## src/rtl/key_repeat_controller_pkg.sv

```systemverilog
// key_repeat_controller_pkg
// Purpose : Definitions shared by the key repeat controller and its timer.
//           Holds the FSM state encoding, the common HIGH/LOW level constants
//           and a constant function for sizing the shared cycle counter.
// Contents:
//   state_t    - 3-bit FSM state encoding (IDLE .. RELEASE_DB)
//   HIGH / LOW - key level constants (HIGH = pressed)
//   max3()     - largest of three integers, usable at elaboration time
package key_repeat_controller_pkg;

  typedef enum logic [2:0] {
    IDLE        = 3'd0,
    PRESS_DB    = 3'd1,
    HOLD_DELAY  = 3'd2,
    HOLD_REPEAT = 3'd3,
    RELEASE_DB  = 3'd4
  } state_t;

  localparam logic HIGH = 1'b1;
  localparam logic LOW  = 1'b0;

  // The one counter is reused for debounce, repeat delay and repeat rate,
  // so it has to be wide enough for the largest of the three limits.
  function automatic int max3(input int a, input int b, input int c);
    int m;
    m = a;
    if (b > m) m = b;
    if (c > m) m = c;
    return m;
  endfunction

endpackage

```

## src/rtl/key_repeat_controller_timer.sv

```systemverilog
// key_cycle_timer
// Purpose : Loadable up-counter with synchronous clear, load and enable,
//           plus a terminal-count flag compared against a run-time limit.
// Ports   :
//   clk        in   clock, counts on the rising edge
//   reset_low  in   asynchronous active-low reset (count -> 0)
//   clear      in   count <= 0 (highest priority)
//   load       in   count <= load_value
//   enable     in   count <= count + 1, saturating at all-ones
//   load_value in   value taken on load
//   limit      in   terminal-count target for the current phase
//   terminal   out  HIGH when the sample taken this cycle is the limit-th one,
//                   i.e. count + 1 == limit
module key_cycle_timer
  import key_repeat_controller_pkg::*;
#(
  parameter int WIDTH = 4
) (
  input  logic             clk,
  input  logic             reset_low,
  input  logic             clear,
  input  logic             load,
  input  logic             enable,
  input  logic [WIDTH-1:0] load_value,
  input  logic [WIDTH-1:0] limit,
  output logic             terminal
);

  logic [WIDTH-1:0] count;
  logic [WIDTH:0]   next_count;

  // The extra top bit of next_count is the carry out; it doubles as the
  // saturation guard and keeps a zero limit from ever matching.
  assign next_count = {1'b0, count} + {{WIDTH{1'b0}}, 1'b1};
  assign terminal   = (next_count == {1'b0, limit});

  always_ff @(posedge clk or negedge reset_low) begin
    if (!reset_low) begin
      count <= '0;
    end else if (clear) begin
      count <= '0;
    end else if (load) begin
      count <= load_value;
    end else if (enable && !next_count[WIDTH]) begin
      count <= next_count[WIDTH-1:0];
    end
  end

endmodule

```

## src/rtl/key_repeat_controller.sv

```systemverilog
// key_repeat_controller
// Purpose : Turns one synchronised raw key level into clean key events:
//           debounced press and release pulses, auto-repeat pulses while the
//           key is held, and a debounced held level. All outputs registered.
// Parameters:
//   DEBOUNCE_CYCLES  consecutive equal samples to accept a press/release (>=1)
//   REPEAT_DELAY     cycles from press pulse to first repeat (0 = no repeat)
//   REPEAT_RATE      cycles between later repeat pulses (>=1)
// Ports   :
//   clk            in   system clock
//   reset_low      in   asynchronous active-low reset
//   level          in   synchronised key level, HIGH = pressed
//   held           out  debounced key state
//   press          out  one-cycle pulse when a press is accepted
//   repeat_pulse   out  one-cycle pulse per auto-repeat tick
//   release_pulse  out  one-cycle pulse when a release is accepted
//   any_event      out  press | repeat_pulse | release_pulse
module key_repeat_controller
  import key_repeat_controller_pkg::*;
#(
  parameter int DEBOUNCE_CYCLES = 16,
  parameter int REPEAT_DELAY    = 1000,
  parameter int REPEAT_RATE     = 100
) (
  input  logic clk,
  input  logic reset_low,
  input  logic level,
  output logic held,
  output logic press,
  output logic repeat_pulse,
  output logic release_pulse,
  output logic any_event
);

  localparam int MAX_LIMIT = max3(DEBOUNCE_CYCLES, REPEAT_DELAY, REPEAT_RATE);
  localparam int CW        = $clog2(MAX_LIMIT + 1);

  localparam logic [CW-1:0] DB_LIMIT    = CW'(DEBOUNCE_CYCLES);
  localparam logic [CW-1:0] DELAY_LIMIT = CW'(REPEAT_DELAY);
  localparam logic [CW-1:0] RATE_LIMIT  = CW'(REPEAT_RATE);
  localparam logic [CW-1:0] FIRST_SAMPLE = CW'(1);

  // With a one-sample debounce the first differing sample is already the
  // accepting one, so the debounce states are skipped entirely.
  localparam bit DB_ONE     = (DEBOUNCE_CYCLES == 1);
  localparam bit REPEAT_ON  = (REPEAT_DELAY != 0);

  if (DEBOUNCE_CYCLES < 1 || REPEAT_RATE < 1 || REPEAT_DELAY < 0) begin : g_param_error
    $error("key_repeat_controller: DEBOUNCE_CYCLES and REPEAT_RATE must be >= 1, REPEAT_DELAY >= 0");
  end

  state_t        state;
  logic [CW-1:0] limit;
  logic          timer_clear;
  logic          timer_load;
  logic          timer_enable;
  logic          terminal;

  key_cycle_timer #(
    .WIDTH (CW)
  ) u_timer (
    .clk        (clk),
    .reset_low  (reset_low),
    .clear      (timer_clear),
    .load       (timer_load),
    .enable     (timer_enable),
    .load_value (FIRST_SAMPLE),
    .limit      (limit),
    .terminal   (terminal)
  );

  // Timer control follows the same decisions as the FSM below: the first
  // sample of a debounce window loads 1, each further matching sample
  // counts, and every accepted event or abandoned window clears to 0.
  always_comb begin
    limit        = DB_LIMIT;
    timer_clear  = 1'b0;
    timer_load   = 1'b0;
    timer_enable = 1'b0;
    case (state)
      IDLE: begin
        if (level == HIGH && !DB_ONE) timer_load  = 1'b1;
        else                          timer_clear = 1'b1;
      end
      PRESS_DB: begin
        if (level == HIGH && !terminal) timer_enable = 1'b1;
        else                            timer_clear  = 1'b1;
      end
      HOLD_DELAY: begin
        limit = DELAY_LIMIT;
        if (level == LOW) begin
          if (DB_ONE) timer_clear = 1'b1;
          else        timer_load  = 1'b1;
        end else if (REPEAT_ON) begin
          if (terminal) timer_clear  = 1'b1;
          else          timer_enable = 1'b1;
        end
      end
      HOLD_REPEAT: begin
        limit = RATE_LIMIT;
        if (level == LOW) begin
          if (DB_ONE) timer_clear = 1'b1;
          else        timer_load  = 1'b1;
        end else if (terminal) begin
          timer_clear = 1'b1;
        end else begin
          timer_enable = 1'b1;
        end
      end
      RELEASE_DB: begin
        if (level == LOW && !terminal) timer_enable = 1'b1;
        else                           timer_clear  = 1'b1;
      end
      default: begin
        timer_clear = 1'b1;
      end
    endcase
  end

  // Main FSM with registered outputs. Pulses default low every cycle so
  // each one lasts exactly one clock, and only one branch can raise a pulse
  // in a given cycle, which keeps press/repeat/release mutually exclusive.
  // A bounce back to HIGH during release debounce returns to HOLD_DELAY so
  // the repeat delay restarts in full rather than resuming the old cadence.
  always_ff @(posedge clk or negedge reset_low) begin
    if (!reset_low) begin
      state         <= IDLE;
      held          <= 1'b0;
      press         <= 1'b0;
      repeat_pulse  <= 1'b0;
      release_pulse <= 1'b0;
      any_event     <= 1'b0;
    end else begin
      press         <= 1'b0;
      repeat_pulse  <= 1'b0;
      release_pulse <= 1'b0;
      any_event     <= 1'b0;
      case (state)
        IDLE: begin
          if (level == HIGH) begin
            if (DB_ONE) begin
              state     <= HOLD_DELAY;
              held      <= 1'b1;
              press     <= 1'b1;
              any_event <= 1'b1;
            end else begin
              state <= PRESS_DB;
            end
          end
        end
        PRESS_DB: begin
          if (level == LOW) begin
            state <= IDLE;
          end else if (terminal) begin
            state     <= HOLD_DELAY;
            held      <= 1'b1;
            press     <= 1'b1;
            any_event <= 1'b1;
          end
        end
        HOLD_DELAY, HOLD_REPEAT: begin
          if (level == LOW) begin
            if (DB_ONE) begin
              state         <= IDLE;
              held          <= 1'b0;
              release_pulse <= 1'b1;
              any_event     <= 1'b1;
            end else begin
              state <= RELEASE_DB;
            end
          end else if (terminal && (state == HOLD_REPEAT || REPEAT_ON)) begin
            state        <= HOLD_REPEAT;
            repeat_pulse <= 1'b1;
            any_event    <= 1'b1;
          end
        end
        RELEASE_DB: begin
          if (level == HIGH) begin
            state <= HOLD_DELAY;
          end else if (terminal) begin
            state         <= IDLE;
            held          <= 1'b0;
            release_pulse <= 1'b1;
            any_event     <= 1'b1;
          end
        end
        default: begin
          state <= IDLE;
          held  <= 1'b0;
        end
      endcase
    end
  end

endmodule

```

## config.mk

```make
export PLATFORM = sky130hd
export DESIGN_NAME = key_repeat_controller
export DESIGN_NICKNAME = d
export VERILOG_FILES = /design/src/rtl/key_repeat_controller_pkg.sv /design/src/rtl/key_repeat_controller_timer.sv /design/src/rtl/key_repeat_controller.sv
export SDC_FILE = /design/constraint.sdc
export NUM_CORES = 1
export LEC_CHECK = 0
export CAP_MARGIN = 0
export CORE_AREA = 2 2 64 51
export DETAILED_ROUTE_END_ITERATION = 10
export DIE_AREA = 0 0 66 53
export HOLD_SLACK_MARGIN = 0.15
export PLACE_DENSITY = 0.6
export RECOVER_POWER = 50
export SLEW_MARGIN = 0
export SYNTH_ARGS = -nofsm -noshare
export SYNTH_HDL_FRONTEND = slang
export SYNTH_SLANG_ARGS = --single-unit
```

## constraint.sdc

```tcl
create_clock -name clk -period 4.57 [get_ports clk]
set_clock_uncertainty 0.2 [all_clocks]
set_input_delay 0.914 -clock clk [delete_from_list [all_inputs] [get_ports clk]]
set_output_delay 0.914 -clock clk [all_outputs]
set_load 0.01 [all_outputs]
```

==> Word level (Yosys, flattened, before mapping) <==
Cells that the tools add are included.
{ "word_totals": {"ff_bits": 18, "latchBits": 0, "ramBits": 0, "mem_bits_ro": 0, "wordCells": 70, "mem_count": 0} }
{ "classes": {"n_addsub": 1, "mul": 0, "div": 0, "order_cmp": 0, "eq_ne": 13, "shift": 0, "muxes": 35, "bitwise_logic": 2, "n_reduce_logical": 12} }
{ "op_table": {"columns": ["op", "count"], "rows": [
  ["10-bit two-way mux", 3],
  ["3-bit two-way mux", 7],
  ["10-bit one-hot mux with 2 select lines", 1],
  ["1-bit two-way mux", 18],
  ["3-bit one-hot mux with 4 select lines", 1],
  ["10-bit by 1-bit adder with 11-bit output, second input constant", 1],
  ["11-bit by 10-bit == test with 1-bit output", 1],
  ["2-bit inequality test, second input constant", 5],
  ["3-bit by 2-bit == test with 1-bit output, second input constant", 2],
  ["3-bit inequality test, second input constant", 2],
  ["1-bit one-hot mux with 3 select lines", 2],
  ["3-bit OR reduction", 2],
  ["5-bit AND reduction", 1],
  ["1-bit one-hot mux with 2 select lines", 2],
  ["1-bit one-hot mux with 4 select lines", 1],
  ["4-bit AND reduction", 1],
  ["3-bit by 1-bit == test with 1-bit output, second input constant", 1],
  ["3-bit == test, second input constant", 1],
  ["1-bit logical AND", 3],
  ["3-bit zero test", 1],
  ["3-bit by 2-bit inequality test with 1-bit output, second input constant", 1],
  ["3-bit nonzero test", 1],
  ["1-bit zero test", 2],
  ["1-bit inverter", 2],
  ["2-bit OR reduction", 1]
]} }

==> Logic depth before layout (Yosys ltp) <==
{ "logic_depth": {"word_depth": 11, "depth_mapped": 11} }

==> By module <==
From an unflattened synthesis, not the netlist that was laid out.
{ "unflattened": {"hier_cells": 165, "area_unflattened_um2": 1366.3} }
{ "modules_own_cells": {"columns": ["mod", "instances", "cells_each", "area_each_um2"], "rows": [
  ["key_cycle_timer", 1, 117, 902.1],
  ["key_repeat_controller", 1, 48, 464.2]
]} }

==> Worst setup path before layout <==
No wires, ideal clock.
{ "synth_path": {"kind": "register to register", "start": "register u_timer.count[0]", "end": "register u_timer.count[4]", "t_arrival_ps": 2219, "required_ps": 4283, "slack_ps": 2064, "stages_incl_launch_ff": 12, "n_path_buf": 2, "path_cell_list": "dfrtp_1 -> ha_1 -> and3_1 -> buf_4 -> nand3_1 -> xor2_1 -> nor3_1 -> mux2i_4 -> nor2_4 -> or2_1 -> buf_6 -> a211oi_2"} }
{ "synth_via": {"elab_chain_cells": 8, "word_cells_on_any_way": 21, "cone_classes": "add/sub (1); eq/ne (1); mux (13); reduce/logical (6)"} }
{ "synth_lines": {"columns": ["element", "line", "rtl"], "rows": [
  ["start, declared", "key_repeat_controller_timer.sv:29", "logic [WIDTH-1:0] count;"],
  ["start signal, assigned", "key_repeat_controller_timer.sv:43", "count <= load_value;"],
  ["start signal, assigned", "key_repeat_controller_timer.sv:45", "count <= next_count[WIDTH-1:0];"],
  ["10-bit by 1-bit adder with 11-bit output (*)", "key_repeat_controller_timer.sv:34", "assign next_count = {1'b0, count} + {{WIDTH{1'b0}}, 1'b1};"],
  ["11-bit by 10-bit == test with 1-bit output", "key_repeat_controller_timer.sv:35", "assign terminal = (next_count == {1'b0, limit});"],
  ["1-bit zero test", "key_repeat_controller.sv:86, key_repeat_controller.sv:111", null],
  ["1-bit logical AND, on equally long branches", "key_repeat_controller.sv:111, key_repeat_controller.sv:86", null],
  ["1-bit two-way mux, on equally long branches", "key_repeat_controller.sv:111, key_repeat_controller.sv:86", null],
  ["1-bit one-hot mux with 3 select lines", "key_repeat_controller.sv:80", "case (state)"],
  ["1-bit logical AND", "key_repeat_controller_timer.sv:44", "end else if (enable && !next_count[WIDTH]) begin"],
  ["3-bit nonzero test (no line)", null, null]
]} }
Every way passes the cells marked *; elsewhere a longest branch is shown, timed or not. The select of a mux whose other input is x is not followed.
A chain may end at the register's enable or synchronous reset.

==> Worst setup path after layout <==
{ "layout_path": {"start": "register u_timer.count[1]", "end": "register u_timer.count[1]"} }
Same word-level chain as after synthesis.

==> flow_metrics.env <==
export IMPL_critPathBufInv=0
export IMPL_cpMaxStageDelayCell="dfrtp_1"
export IMPL_stdcell_count=159
export IMPL_slew_viol_final=0
export IMPL_max_cap_viol_count=0
export IMPL_synth_edf_count=0
export IMPL_layout_drive_gt1_share=0.107
export IMPL_dp_hpwl_um=1630
export IMPL_drt_first_pass_iters=4
export IMPL_yosysWarnings=0
export IMPL_clk_latency_ps=250
export IMPL_yosys_area_top_type="dfrtp_1"
export IMPL_crit_chain="ha_1 -> and3_1 -> nand3_1 -> xor2_1 -> nor3_1 -> mux2i_4 -> nor2_4 -> or2_1 -> nor2_1"
export IMPL_post_route_period_util=0.614
export IMPL_ff2ff_path_depth=9
export IMPL_cts_resized=0
export IMPL_num_antenna_cells=0
export IMPL_critPathArrivalTime_ps=2730
export IMPL_synth_cell_types=41
export IMPL_ys_ff_latch=18
export IMPL_vias=887
export IMPL_cts_buffers=3
export IMPL_min_path_cells=1
export IMPL_place_congestion=0.805
export IMPL_antenna_left=0
export IMPL_synthesis_nets=120
export IMPL_grt_remaining_overflow=0
export IMPL_synth_common_cells="dfrtp_1, nand2_1, a21oi_1"
export IMPL_p_per_area_nw_per_um2=236
export IMPL_rows=17
export IMPL_yosysTopAreaCellShare=0.404
export IMPL_netlist_top_cells_area="dfrtp_1, a21oi_1, nand2_1"
export IMPL_postSynthAreaPerCell_um2=9.61
export IMPL_synth_seq_area_share=0.404
export IMPL_setup_ws_ps=1760
export IMPL_port_buffers=7
export IMPL_clockBufferDepth=2
export IMPL_drtIter0Drc=61
export IMPL_die_x_um=66
export IMPL_grt_first_pass_wirelength_um=3720
export IMPL_worst_setup_path_type="flop to flop"
export IMPL_io_pins=8
export IMPL_grt_pass1_vias=773
export IMPL_drc=0
export IMPL_antenna_found_initial=0
export IMPL_htree_levels=1
export IMPL_status="finished clean"
export IMPL_rsz0062_at_grt="false"
export IMPL_endpoint_kind="flop"
export IMPL_start_kind="flop"
export IMPL_dp_cells=156
export IMPL_grt_start_max_net_pins=19
export IMPL_clkTransAtPathRegs_ps=60
export IMPL_path_max_fanout=9
export IMPL_synthFlopType="dfrtp_1"
export IMPL_setup_violations=0
export IMPL_totalWireLength_um=2220
export IMPL_nFillCells=296
export IMPL_netlist_area_um2=1110
export IMPL_fmax_ghz=0.356
export IMPL_grt_usage=0.144
export IMPL_crit_cells=9
export IMPL_via_per_inst=5.58
export IMPL_max_vdd_ir_drop_mv=0.112
export IMPL_cp_top_family="simple AND/OR/NAND/NOR gates"
export IMPL_total_power_uw=291
export IMPL_coreArea_um2=2850
export IMPL_max_stage_delay_ps=410
export IMPL_post_place_ws_ps=1760
export IMPL_p_leak_nw=0.497
export IMPL_cts_sinks=18
export IMPL_die_area_um2=3500
export IMPL_synthArstFlopShare=1.00
export IMPL_hold_path_class="flop to flop"
export IMPL_areaGrowthSynthToFinish_pct=10.5
export IMPL_nets=127
export IMPL_hold_violations=0
export IMPL_cts_setup_buffers=0
export IMPL_worst_pin_slew_ps=824
export IMPL_fin_crit_ps=2810
export IMPL_start_util=0.391
export IMPL_fp_dieH_um=53
export IMPL_root_buffer="clkbuf_8"
export IMPL_cp_required_ps=4490
export IMPL_fin_setup_tns_ps=0
export IMPL_routedWlPerCell_um=13.9
export IMPL_yosysMostFrequentCell="dfrtp_1"
export IMPL_relSlewSlack=0.449
export IMPL_synth_cells=116
export IMPL_cts_tree="done"
export IMPL_holdBufCountCts=0
[cell type report]
type,count,area [µm²],share of cell area
multi-input cells,89,608,0.493
flip-flops and latches,18,450,0.365
repair buffers,7,70.1,0.0569
well taps,38,47.5,0.0386
clock buffers,3,41.3,0.0335
inverters,4,15.0,0.0122
[worst paths after layout]
path	from	to	slack (ps)
setup / recovery	u_timer.count[1]	u_timer.count[1]	1760
hold / removal	state[2]	state[2]	360
setup reg to reg	u_timer.count[1]	u_timer.count[1]	1760
hold reg to reg	state[2]	state[2]	360
max in group asynchronous	reset_low	u_timer.count[2]	2660
min in group asynchronous	reset_low	press	1010
[cell usage in the layout, fill, tap and decap left out, types with 2 or more instances in the layout]
cell type and instances:
a211oi_2 2, a21oi_1 9, a31oi_1 4, and3_1 3, clkbuf_8 3, clkdlybuf4s50_1 4
dfrtp_1 18, dlygate4sd3_1 3, inv_1 4, nand2_1 10, nand2b_1 3, nand3_1 5
nand3b_1 2, nand4_1 3, nor2_1 8, nor3_1 5, nor3b_1 2, o211ai_1 2
o21ai_0 3, o22ai_1 2, or3_1 2, xor2_1 4
[routing by layer]
layer,wire [µm],share of wire,up-vias,global-route usage
met5,0,0,-,0
met4,15,0.0068,0,0.0476
met3,116,0.052,2,0.0447
met2,918,0.41,23,0.204
met1,1170,0.53,429,0.208
li1,-,-,433,-
[metrics by stage]
stage               cell area [µm²]  hold WS [ps]   util
global placement               1190           350  0.418
floorplan                      1110           294      -
CTS                            1230           355  0.432
global route                   1230           423  0.432
detailed placement             1190           347  0.418
finish                         1230           358  0.432
[power breakdown]
part           internal [mW]  total [mW]  switching (mW)
clock network         0.0585       0.108          0.0494
registers              0.162       0.165         0.00343
logic                0.00715      0.0185          0.0113
total                  0.227       0.291          0.0642
[flip-flops by register name (all words and copies together), names as in the netlist]
signal,count
any_event,1
held,1
press,1
release_pulse,1
repeat_pulse,1
state,3
u_timer.count,10
[logic make-up (layout without fill, tap and decap cells)]
kind of cell               Yosys count  count (layout)  share of synthesized area
muxes                                2               2                     0.0292
and+or+nand+nor                     55              55                      0.296
AOI/OAI and AO/OA                   26              26                      0.169
adders and majority gates            1               1                     0.0112
xor gates and xnor gates             5               5                     0.0393
DFF                                 18              18                      0.404
buffers and inverters                9              14                     0.0505
[worst register-to-register path, delay by kind of cell, from the launching register on]
| family | cells | cell delay [ps] |
|---|---|---|
| and+or+nand+nor | 6 | 1390 |
| DFF | 1 | 410 |
| adders and majority gates | 1 | 330 |
| xor gates and xnor gates | 1 | 180 |
| muxes | 1 | 170 |
Note: power is estimated with default switching activity, not from simulation.
